File: src/rtl/div_round_up_seq.sv
// Multi-cycle unsigned ceiling divider (restoring shift-subtract) with valid/ready handshakes.
// Optional remainder output port enabled by defining DIV_ROUND_UP_SEQ_REMAINDER_EN.
`timescale 1ns/1ps
module div_round_up_seq #(
  parameter int WIDTH = 10
) (
  input  logic             clk,
  input  logic             rst_n,
  input  logic             in_valid,
  output logic             in_ready,
  input  logic [WIDTH-1:0] dividend,
  input  logic [WIDTH-1:0] divisor,
  output logic             out_valid,
  input  logic             out_ready,
  output logic [WIDTH-1:0] quotient,
`ifdef DIV_ROUND_UP_SEQ_REMAINDER_EN
  output logic [WIDTH-1:0] remainder,
`endif
  output logic             div_by_zero
);

  localparam int CW = $clog2(WIDTH + 1);

  typedef enum logic [1:0] {IDLE, CALC, ROUND, DONE} state_t;

  state_t           state, next_state;
  logic [CW-1:0]    count;
  logic [WIDTH-1:0] dividend_reg, divisor_reg, work;
  logic [WIDTH:0]   rem, rem_shift, rem_diff;
  logic             fits, accept;

  always_ff @(posedge clk or negedge rst_n) begin
    if (!rst_n) state <= IDLE;
    else        state <= next_state;
  end

  always_comb begin
    next_state = state;
    in_ready   = 1'b0;
    out_valid  = 1'b0;
    case (state)
      IDLE: begin
        in_ready = 1'b1;
        if (in_valid) next_state = (divisor != '0) ? CALC : DONE;
      end
      CALC:  if (count == CW'(WIDTH)) next_state = ROUND;
      ROUND: next_state = DONE;
      DONE: begin
        out_valid = 1'b1;
        if (out_ready) next_state = IDLE;
      end
      default: next_state = IDLE;
    endcase
  end

  assign accept    = in_valid && in_ready;
  assign rem_shift = {rem[WIDTH-1:0], work[WIDTH-1]};
  assign fits      = rem_shift >= {1'b0, divisor_reg};
  assign rem_diff  = rem_shift - {1'b0, divisor_reg};

  // CALC step 0 loads the working register; steps 1..WIDTH each retire one quotient bit, MSB first.
  always_ff @(posedge clk or negedge rst_n) begin
    if (!rst_n) begin
      dividend_reg <= '0;
      divisor_reg  <= '0;
      work         <= '0;
      rem          <= '0;
      count        <= '0;
      quotient     <= '0;
      div_by_zero  <= 1'b0;
    end else if (accept) begin
      dividend_reg <= dividend;
      divisor_reg  <= divisor;
      work         <= '0;
      rem          <= '0;
      count        <= '0;
      if (divisor == '0) begin
        quotient    <= '1;
        div_by_zero <= 1'b1;
      end else begin
        quotient    <= '0;
        div_by_zero <= 1'b0;
      end
    end else if (state == CALC) begin
      count <= count + 1'b1;
      if (count == '0) begin
        work <= dividend_reg;
      end else begin
        work <= {work[WIDTH-2:0], fits};
        rem  <= fits ? rem_diff : rem_shift;
      end
    end else if (state == ROUND) begin
      // ceil(a/b) <= a for b >= 1, so this increment cannot overflow.
      quotient <= work + {{(WIDTH-1){1'b0}}, |rem};
    end
  end

`ifdef DIV_ROUND_UP_SEQ_REMAINDER_EN
  assign remainder = rem[WIDTH-1:0];
`endif

endmodule

File: config.mk
export PLATFORM = sky130hd
export DESIGN_NAME = div_round_up_seq
export DESIGN_NICKNAME = d
export VERILOG_FILES = /design/src/rtl/div_round_up_seq.sv
export SDC_FILE = /design/constraint.sdc
export NUM_CORES = 1
export LEC_CHECK = 0
export ABC_AREA = 1
export CORE_ASPECT_RATIO = 0.75
export CORE_UTILIZATION = 23
export DETAILED_ROUTE_END_ITERATION = 6
export SYNTH_ARGS = -nofsm -noshare
export SYNTH_HDL_FRONTEND = slang
export SYNTH_SLANG_ARGS = --single-unit
export TNS_END_PERCENT = 10
File: constraint.sdc
create_clock -name clk -period 1.7 [get_ports clk]
set_input_delay 0.255 -clock clk [delete_from_list [all_inputs] [get_ports clk]]
set_output_delay 0.255 -clock clk [all_outputs]
set_load 0.03 [all_outputs]
Word level (Yosys, flattened, before mapping)
Index checks and enable logic that the tools add are counted.
{ "word_totals": {"regBits": 58} }
{ "op_classes": {"n_lt_le_gt_ge": 1, "mux": 21, "add_sub_neg": 3, "n_reduce_logical": 11, "n_eq_ne": 9} }
{ "op_table": {"columns": ["cell", "count"], "rows": [
  ["10-bit 2-to-1 mux", 7],
  ["11-bit 2-to-1 mux", 4],
  ["11-bit by 10-bit >= comparator with 1-bit output", 1],
  ["11-bit OR reduction", 1],
  ["11-bit by 10-bit subtractor with 11-bit output", 1],
  ["10-bit by 1-bit adder with 10-bit output", 1],
  ["10-bit zero test", 1],
  ["2-bit inequality test (second input constant)", 5],
  ["10-bit nonzero test", 1],
  ["2-bit 2-to-1 mux", 4],
  ["4-bit 2-to-1 mux", 2],
  ["2-bit case mux with 4 select lines", 1],
  ["4-bit by 1-bit adder with 4-bit output (second input constant)", 1],
  ["2-bit == test (second input constant)", 2],
  ["4-bit == test (second input constant)", 1],
  ["4-bit zero test", 1],
  ["2-bit AND reduction", 2],
  ["2-bit nonzero test", 2],
  ["1-bit 2-to-1 mux", 3],
  ["3-bit AND reduction", 1],
  ["2-bit by 1-bit == test with 1-bit output (second input constant)", 1],
  ["2-bit zero test", 1],
  ["1-bit logical AND", 1]
]} }

Depth between registers and ports, before layout
Gate-level depths: netlist (run 1).
{ "depth": {"ltp_word": 5, "ltp_mapped": 14} }

Worst setup path after synthesis (run 1)
OpenSTA, ideal clock, no wires.
{ "synth_path": {"path_kind": "flip-flop to flip-flop", "startpoint": "register state[0]", "endpoint": "register rem[9]", "t_required_ns": 1.584, "slack_ns": -0.115, "path_stages_with_launch": 13, "period_less_slack_ns": 1.815, "t_arrival_ns": 1.699, "n_path_buf": 1, "cell_sequence": "dfrtp_1 inv_1 ha_1 nand2_2 inv_2 nor2_4 inv_2 nor2_2 clkbuf_8 nand2_1 inv_1 nand2_1 nand2_1"} }
{ "synth_via": {"elab_chain_len": 5, "word_cells_on_any_way": 8, "cone_classes": "2 x eq/ne; 2 x mux; 4 x reduce/logical"} }
{ "synth_lines": {"columns": ["element", "line_no", "source"], "rows": [
  ["start, declared", "26", "state_t state, next_state;"],
  ["start signal, assigned", "34", "else state <= next_state;"],
  ["2-bit zero test (*)", "41", "case (state)"],
  ["1-bit 2-to-1 mux (*)", "41", null],
  ["named net in_ready", "10", "output logic in_ready,"],
  ["1-bit logical AND (*)", "56", "assign accept = in_valid && in_ready;"],
  ["2-bit inequality test (no source line) / 2-bit nonzero test (equally long branches)", null, null],
  ["2-bit AND reduction (no source line)", null, null],
  ["end signal, assigned", "90", "rem <= fits ? rem_diff : rem_shift;"],
  ["end, declared", "29", "logic [WIDTH:0] rem, rem_shift, rem_diff;"]
]} }
Mark *: on every way through the listed nets, which the timed path passes. The rest lies on a longest branch.
A chain may end at the register's enable or synchronous reset.

Final worst setup path (run 1)
{ "layout_path": {"startpoint": "register rem[4]", "endpoint": "register quotient[2]"} }
{ "layout_via": {"elab_chain_len": 5} }
{ "layout_lines": {"columns": ["element", "line_no", "source"], "rows": [
  ["11-bit OR reduction", "94", "quotient <= work + {{(WIDTH-1){1'b0}}, |rem};"],
  ["10-bit by 1-bit adder with 10-bit output", "94", null],
  ["10-bit 2-to-1 mux", "92", "end else if (state == ROUND) begin"],
  ["10-bit 2-to-1 mux", "84", "end else if (state == CALC) begin"],
  ["10-bit 2-to-1 mux", "71", "end else if (accept) begin"],
  ["end signal, assigned", "94", null],
  ["end, declared", "15", "output logic [WIDTH-1:0] quotient,"]
]} }
No other way between the ends. The select of a mux whose other input is x is not followed.

==> metrics.md, run 1 <==
| Metric | Value |
|---|---|
| Status | `finished, violations left` |
| Failing checks | `setup timing` |
| Max Freq | `0.555 GHz` |
| Final hold vios | `0` |
| Crit-path cells | `nor4_2 > nand3_2 > ha_4 > ha_4 > buf_6 > xor2_1 > nand2_1 > a21oi_1` |
| Largest Register | `rem` |
| DRT Wirelength | `9300 um` |
| Die area | `15800 um^2` |
| Post-synthesis cell area | `3530 um^2` |
| Drt drc | `0` |
| Max reg flops | `11` |
| Post-synthesis instance total | `486` |
| Final Skew | `0.00854 ns` |
| Setup TNS | `-1.09 ns` |
| Worst path most repeated cell | `ha_4` |
| Mapped Avg Cell Area | `7.26 um^2` |
| Post-synth EDFFs | `0` |
| Ys Warns | `0` |
| Num rows | `38` |
| Die height | `109 um` |
| Worst-path cell with the longest stage delay | `dfrtp_1` |
| Number of H-tree levels | `3` |
| PwrDens | `2090 nW/um^2` |
| Worst rel slew slack | `75.0%` |
| Mapped Nets | `530` |
| CTS tree | `built` |
| Synth top area share | `41.1%` |
| IO Pins | `37` |
| Synth area leader | `dfrtp_1` |
| Most frequent cells after synthesis | `138 x nand2_1, 81 x inv_1, 58 x dfrtp_1, 46 x o21ai_0, 41 x nand3_1` |
| Share of cells above drive strength 1 | `20.6%` |
| Antenna violations before repair | `0` |
| CTS root buf | `clkbuf_16` |
| Largest stage delay, worst path | `0.43 ns` |
| CP arrival | `2.05 ns` |
| Final worst setup slack | `-0.102 ns` |
| Critical-path maximum fanout | `3` |
| Hpwl dp | `6770 um` |
| Top_reg_cell synth | `dfrtp_1` |
| GRT Overall Usage | `12.4%` |
| Pre-CTS setup slack | `-0.254 ns` |
| Die Span X | `145 um` |
| Final instance area | `5090 um^2` |
| Post-DRT Antenna Nets | `0` |
| Total iterations of the first detailed-routing run | `5` |
| Pwr Total | `0.0107 W` |
| # port buffers | `36` |
| Initial Utilization | `23.9%` |
| #FFs+latches synth | `58` |
| Max-cap violations | `0` |
| Placed cell area | `4450 um^2` |
| Fraction of registers with async set/reset | `100%` |
| Type of the worst min-delay path | `input port to async pin` |
| Final setup violating endpoints | `18` |
| Post-synthesis sequential area ratio | `41.1%` |
| Routability cong. | `0.840` |
| Cell variety after synth | `28` |
| Core box area | `14700 um^2` |
| Worst slew pin tran | `0.374 ns` |
| Worst Path Required | `1.94 ns` |
| Global-route wire length before repair | `15700 um` |
| Hold_ws | `0.465 ns` |
| Largest cells by area after synthesis | `dfrtp_1 41%, nand2_1 15%, inv_1 8.6%` |
| Clock transition at the registers of the reported paths | `0.05 ns` |
| CTS buffer count | `9` |
| LEAKAGE | `2.52 nW` |
| Nets | `617` |
| VDD IR max | `779 uV` |
| Antenna diode count | `0` |
| Routed WL per cell | `12.0 um` |
| Via density | `4.24` |
| Largest net degree at the start of global routing | `59` |
| RSZ-0062 raised after global routing | `yes` |
| Crit start category | `flop` |
| Number of buffers and inverters on the critical path | `1` |
| Period minus WS final | `1.80 ns` |
| Clock Latency Late Sink | `0.32 ns` |
| Most frequent cell after synthesis | `nand2_1` |
| Slew Limit Fails | `0` |
| Initial DRC Count | `230` |
| Clock Sinks | `58` |
| GR Overflow Total | `0` |
| Critical Path End Type | `flop` |
| CP delay by family, top | `simple AND/OR/NAND/NOR gates` |
| Vias in the first global route | `3172` |
| Via count | `3297` |
| Area grow syn2layout | `44.4%` |
| Clock Path Buffers | `2` |
| Final period utilization | `106%` |
| CP Class | `flop to flop` |
[worst register-to-register path: cells and delay by family, from the launching register on]
family | cells | cell delay [ns]
AOI/OAI and AO/OA | 1 | 0.12
xor gates and xnor gates | 1 | 0.15
adders and majority gates | 2 | 0.37
buffers and inverters | 1 | 0.11
DFF | 1 | 0.43
and+or+nand+nor | 3 | 0.56
[logic make-up after synthesis]
kind of cell / synth area share [%]
xor+xnor: 1.49
fa+ha+maj: 7.31
flops: 41.1
compound gates: 10.9
buf+inv: 11.3
simple gates: 27.8
[layer usage]
metal	share of wire (%)	GRT usage, %	up-vias
met3	4.3	2.13	2
met2	41	18.5	70
met1	54	18.4	1507
li1	-	-	1718
met5	0	0	-
met4	0.23	2.51	0
[layout make-up]
type / instances / area, um^2
fill: 1570 / 9650
multi-input combinational: 332 / 1930
sequential: 58 / 1460
timing repair buffer: 88 / 802
inverter: 84 / 320
clock buffer: 12 / 267
tap: 200 / 250
clock inverter: 4 / 72.6
[through the flow]
step                      utilization (%)  instances
final                                34.6        778
after global routing                 34.6        778
after CTS                            33.1        774
after detailed placement             30.2        757
after global placement               30.2        757
after floorplan                         -        486
[final timing paths]
kind | start | end | slack [ns] | cells past startpoint
max | rem[4] | quotient[2] | -0.10 | 8
min | rst_n | dividend_reg[4] | 0.47 | 3
max reg2reg | rem[4] | quotient[2] | -0.10 | 8
min reg2reg | rem[10] | rem[10] | 0.48 | 2
max in group asynchronous | rst_n | rem[7] | 0.95 | 3
min in group clk | dividend[4] | dividend_reg[4] | 0.47 | 3
[placed cells by master, fill, tap and decap left out, types with 3 or more instances in the layout]
cell / n
nor2_1: 19
nand3_2: 5
nor2_2: 6
inv_2: 3
xor2_1: 6
nand4_1: 8
o21ai_1: 5
dfrtp_1: 54
a21oi_1: 23
buf_12: 3
o21ai_0: 43
buf_6: 5
dfrtp_2: 4
nor3_1: 3
ha_4: 9
nand3_1: 35
nand2_1: 134
nand2_2: 6
inv_1: 79
clkbuf_16: 9
buf_4: 43
clkbuf_8: 3
ha_1: 8
nand3b_1: 3
clkdlybuf4s50_1: 32
[power breakdown]
| group | switching (W) | internal, W |
|---|---|---|
| clock | 0.000621 | 0.00140 |
| combinational | 0.00354 | 0.00273 |
| sequential | 0.000410 | 0.00196 |
| total | 0.00457 | 0.00609 |
[timing repair]
action | 4_1_cts | 5_1_grt
buffers inserted | 0 | 1
hold buffers | 1 | 0
pin swaps | 5 | 18
endpoints found under the hold margin | 58 | 0
cloned | 0 | 3
endpoints found under the setup margin | 23 | 31
resized for setup | 21 | 43
(Power assumes the default switching activity.)
==> inputs of run 2 (changes only) <==
- CORE_UTILIZATION: 23 -> 45
- PLACE_DENSITY: default -> 0.68
- SETUP_SLACK_MARGIN: default -> 0.15
==> run 2 against run 1 <==
Effect of this change: the flow still finishes with violations (setup timing); power is 0.64% higher; combinational power is 11% higher; clock power is 35% lower; clock-buffer cell count is 1 lower; non-clock buffer count is 1 lower; critical endpoint is now quotient[8]; largest cell class unchanged.
==> metrics.md, run 2 (synthesis gave the netlist of run 1 again) <==
| Metric | Value |
|---|---|
| Status | `finished, violations left` |
| Failing checks | `setup timing` |
| Worst slew pin tran | `0.304 ns (-0.0696 ns)` |
| Initial DRC Count | `229 (-0.43%)` |
| Max reg flops | `11 (unchanged)` |
| Type of the worst min-delay path | `input port to async pin` |
| Final Skew | `0.00873 ns (+0.000190 ns)` |
| Clock Sinks | `58 (unchanged)` |
| Switching share of total power | `47.3% (+4.4 points)` |
| Max Freq | `0.549 GHz (-1.0%)` |
| Via count | `3474 (+5.4%)` |
| Max-cap violations | `0 (unchanged)` |
| Largest stage delay, worst path | `0.45 ns (+0.02 ns)` |
| Pwr Total | `0.0107 W (+0.64%)` |
| Num rows | `27 (-29%)` |
| Multi-input gate area | `2130 um^2 (+10%)` |
| Drt drc | `0 (unchanged)` |
| Clock Latency Late Sink | `0.34 ns (+0.02 ns)` |
| Clock transition at the registers of the reported paths | `0.07 ns (+0.02 ns)` |
| CP startpoint | `rem[3]` |
| Final setup violating endpoints | `19 (+1)` |
| Worst Path Required | `1.94 ns (about the same)` |
| Initial Utilization | `47.2% (+23 points)` |
| GRT Overall Usage | `24.3% (+12 points)` |
| Antenna diode count | `0 (unchanged)` |
| Period minus WS final | `1.82 ns (+0.0182 ns)` |
| Via density | `5.12 (+21%)` |
| CP arrival | `2.06 ns (about the same)` |
| CTS tree | `built` |
| Nets | `616 (-0.16%)` |
| Global-route wire length before repair | `15400 um (-1.8%)` |
| DRT Wirelength | `9780 um (+5.2%)` |
| Clock Path Buffers | `2 (unchanged)` |
| R2R Path Start | `rem[3]` |
| Worst-path cell with the longest stage delay | `dfrtp_2` |
| R2R cell count | `10 (+2)` |
| Crit-path cells | `nor4_4 > nand3_2 > ha_4 > ha_4 > nand3_4 > nor2_4 > nand3_2 > o21ai_1 > nand3_1 > a21oi_1` |
| Fillers | `604 (-62%)` |
| # port buffers | `36 (unchanged)` |
| Area grow syn2layout | `42.0%` |
| Commonest non-fill, non-tap cell in the layout | `nand2_1` |
| Pre-CTS setup slack | `-0.248 ns (+0.00640 ns)` |
| Reg area | `1460 um^2 (+0.26%)` |
| Worst rel slew slack | `79.6% (+4.6 points)` |
| VDD IR max | `932 uV (+20%)` |
| Number of H-tree levels | `3 (unchanged)` |
| CTS root buf | `clkbuf_8` |
| Critical Path End Type | `flop` |
| Largest Register | `rem` |
| Clock Power Share | `12.2% (-6.7 points)` |
| Hpwl dp | `6710 um (-0.78%)` |
| Largest net degree at the start of global routing | `59 (unchanged)` |
| Vias in the first global route | `3211 (+1.2%)` |
| Total iterations of the first detailed-routing run | `5 (unchanged)` |
| Combinational share of power | `65.1% (+6.3 points)` |
| Die area | `8200 um^2 (-48%)` |
| Share of cells above drive strength 1 | `28.4% (+7.8 points)` |
| CTS buffer count | `9 (unchanged)` |
| Die Span X | `104 um (-28%)` |
| Most frequent cells in the layout | `124 x nand2_1, 68 x inv_1, 51 x dfrtp_1, 42 x buf_4, 27 x o21ai_0` |
| Slew Limit Fails | `0 (unchanged)` |
| CP Class | `flop to flop` |
| Internal power | `0.00566 W (-7.1%)` |
| Final worst setup slack | `-0.120 ns (-0.0182 ns)` |
| Worst Setup EP | `quotient[8]` |
| Final period utilization | `107% (+1.1 points)` |
| IO Pins | `37 (unchanged)` |
| Antenna violations before repair | `0 (unchanged)` |
| Routed WL per cell | `14.4 um (+21%)` |
| Sequential power share | `22.7% (+0.5 points)` |
| Psw | `0.00507 W (+11%)` |
| Post-DRT Antenna Nets | `0 (unchanged)` |
| Final hold vios | `0 (unchanged)` |
| R2R Setup Slk | `-0.12 ns (-0.02 ns)` |
| Worst R2R End | `quotient[8]` |
| GR Overflow Total | `0 (unchanged)` |
| Die height | `78.7 um (-28%)` |
| Critical-path maximum fanout | `4 (+1)` |
| Hold_ws | `0.439 ns (-0.0256 ns)` |
| Crit start category | `flop` |
| Routability cong. | `1.01 (+20%)` |
| PwrDens | `2140 nW/um^2 (+2.3%)` |
| RSZ-0062 raised after global routing | `yes` |
| LEAKAGE | `2.52 nW (-0.11%)` |
| Core box area | `7470 um^2 (-49%)` |
run 2: critical path, delay by kind of cell, from the launching register on:
family	cells	cell delay, ns
adders and majority gates	2	0.38
and+or+nand+nor	6	0.78
DFF	1	0.45
AOI/OAI and AO/OA	2	0.11
run 2: cell type report:
class,instances,share of cell area [%]
Multi-Input combinational cell,332,42.5
Inverter,84,6.40
Clock inverter,5,1.05
Timing Repair Buffer,87,15.4
Tap cell,101,2.52
Clock buffer,11,3.02
Sequential cell,58,29.2
run 2: power by group through the flow:
stage,registers [W],logic (W),clock network [W]
finish,0.00244,0.00699,0.00131
global route,0.00249,0.00765,0.00139
CTS,0.00239,0.00590,0.00132
detailed placement,0.00237,0.00564,0
global placement,0.00235,0.00555,0
floorplan,0.00251,0.00347,0
run 2: per-stage QoR:
step / cell area, um^2 / util (%) / cells / setup TNS [ns]
after floorplan: 3630 / - / 486 / 0
after global placement: 4380 / 58.7 / 654 / -1.72
after detailed placement: 4380 / 58.7 / 654 / -2.12
after CTS: 4730 / 63.3 / 672 / -0.724
after global routing: 5010 / 67.1 / 678 / -2.47
final: 5010 / 67.1 / 678 / -0.884
run 2: repair_timing:
item,4_1_cts,5_1_grt
setup buffers,0,4
setup endpoints to repair,41,32
resized for setup,57,88
hold buffers,1,0
endpoints found under the hold margin,58,0
pin swaps,14,24
cloned,1,2
run 2: per-layer routing:
metal  wire [um]  vias to the layer above  global-route usage [%]
li1            -                     1715                       -
met1        4750                     1637                    35.1
met2        4370                      103                    36.5
met3         518                       19                    5.73
met4         149                        0                    6.14
met5           0                        -                       0
run 2: worst min path at each step:
| stage | depth (start not counted) | to | from |
|---|---|---|---|
| floorplan | 0 | count[0] | rst_n |
| global placement | 2 | quotient[7] | rst_n |
| detailed placement | 2 | quotient[7] | rst_n |
| CTS | 3 | quotient[4] | rst_n |
| global route | 3 | dividend_reg[9] | dividend[9] |
| finish | 3 | quotient[7] | rst_n |
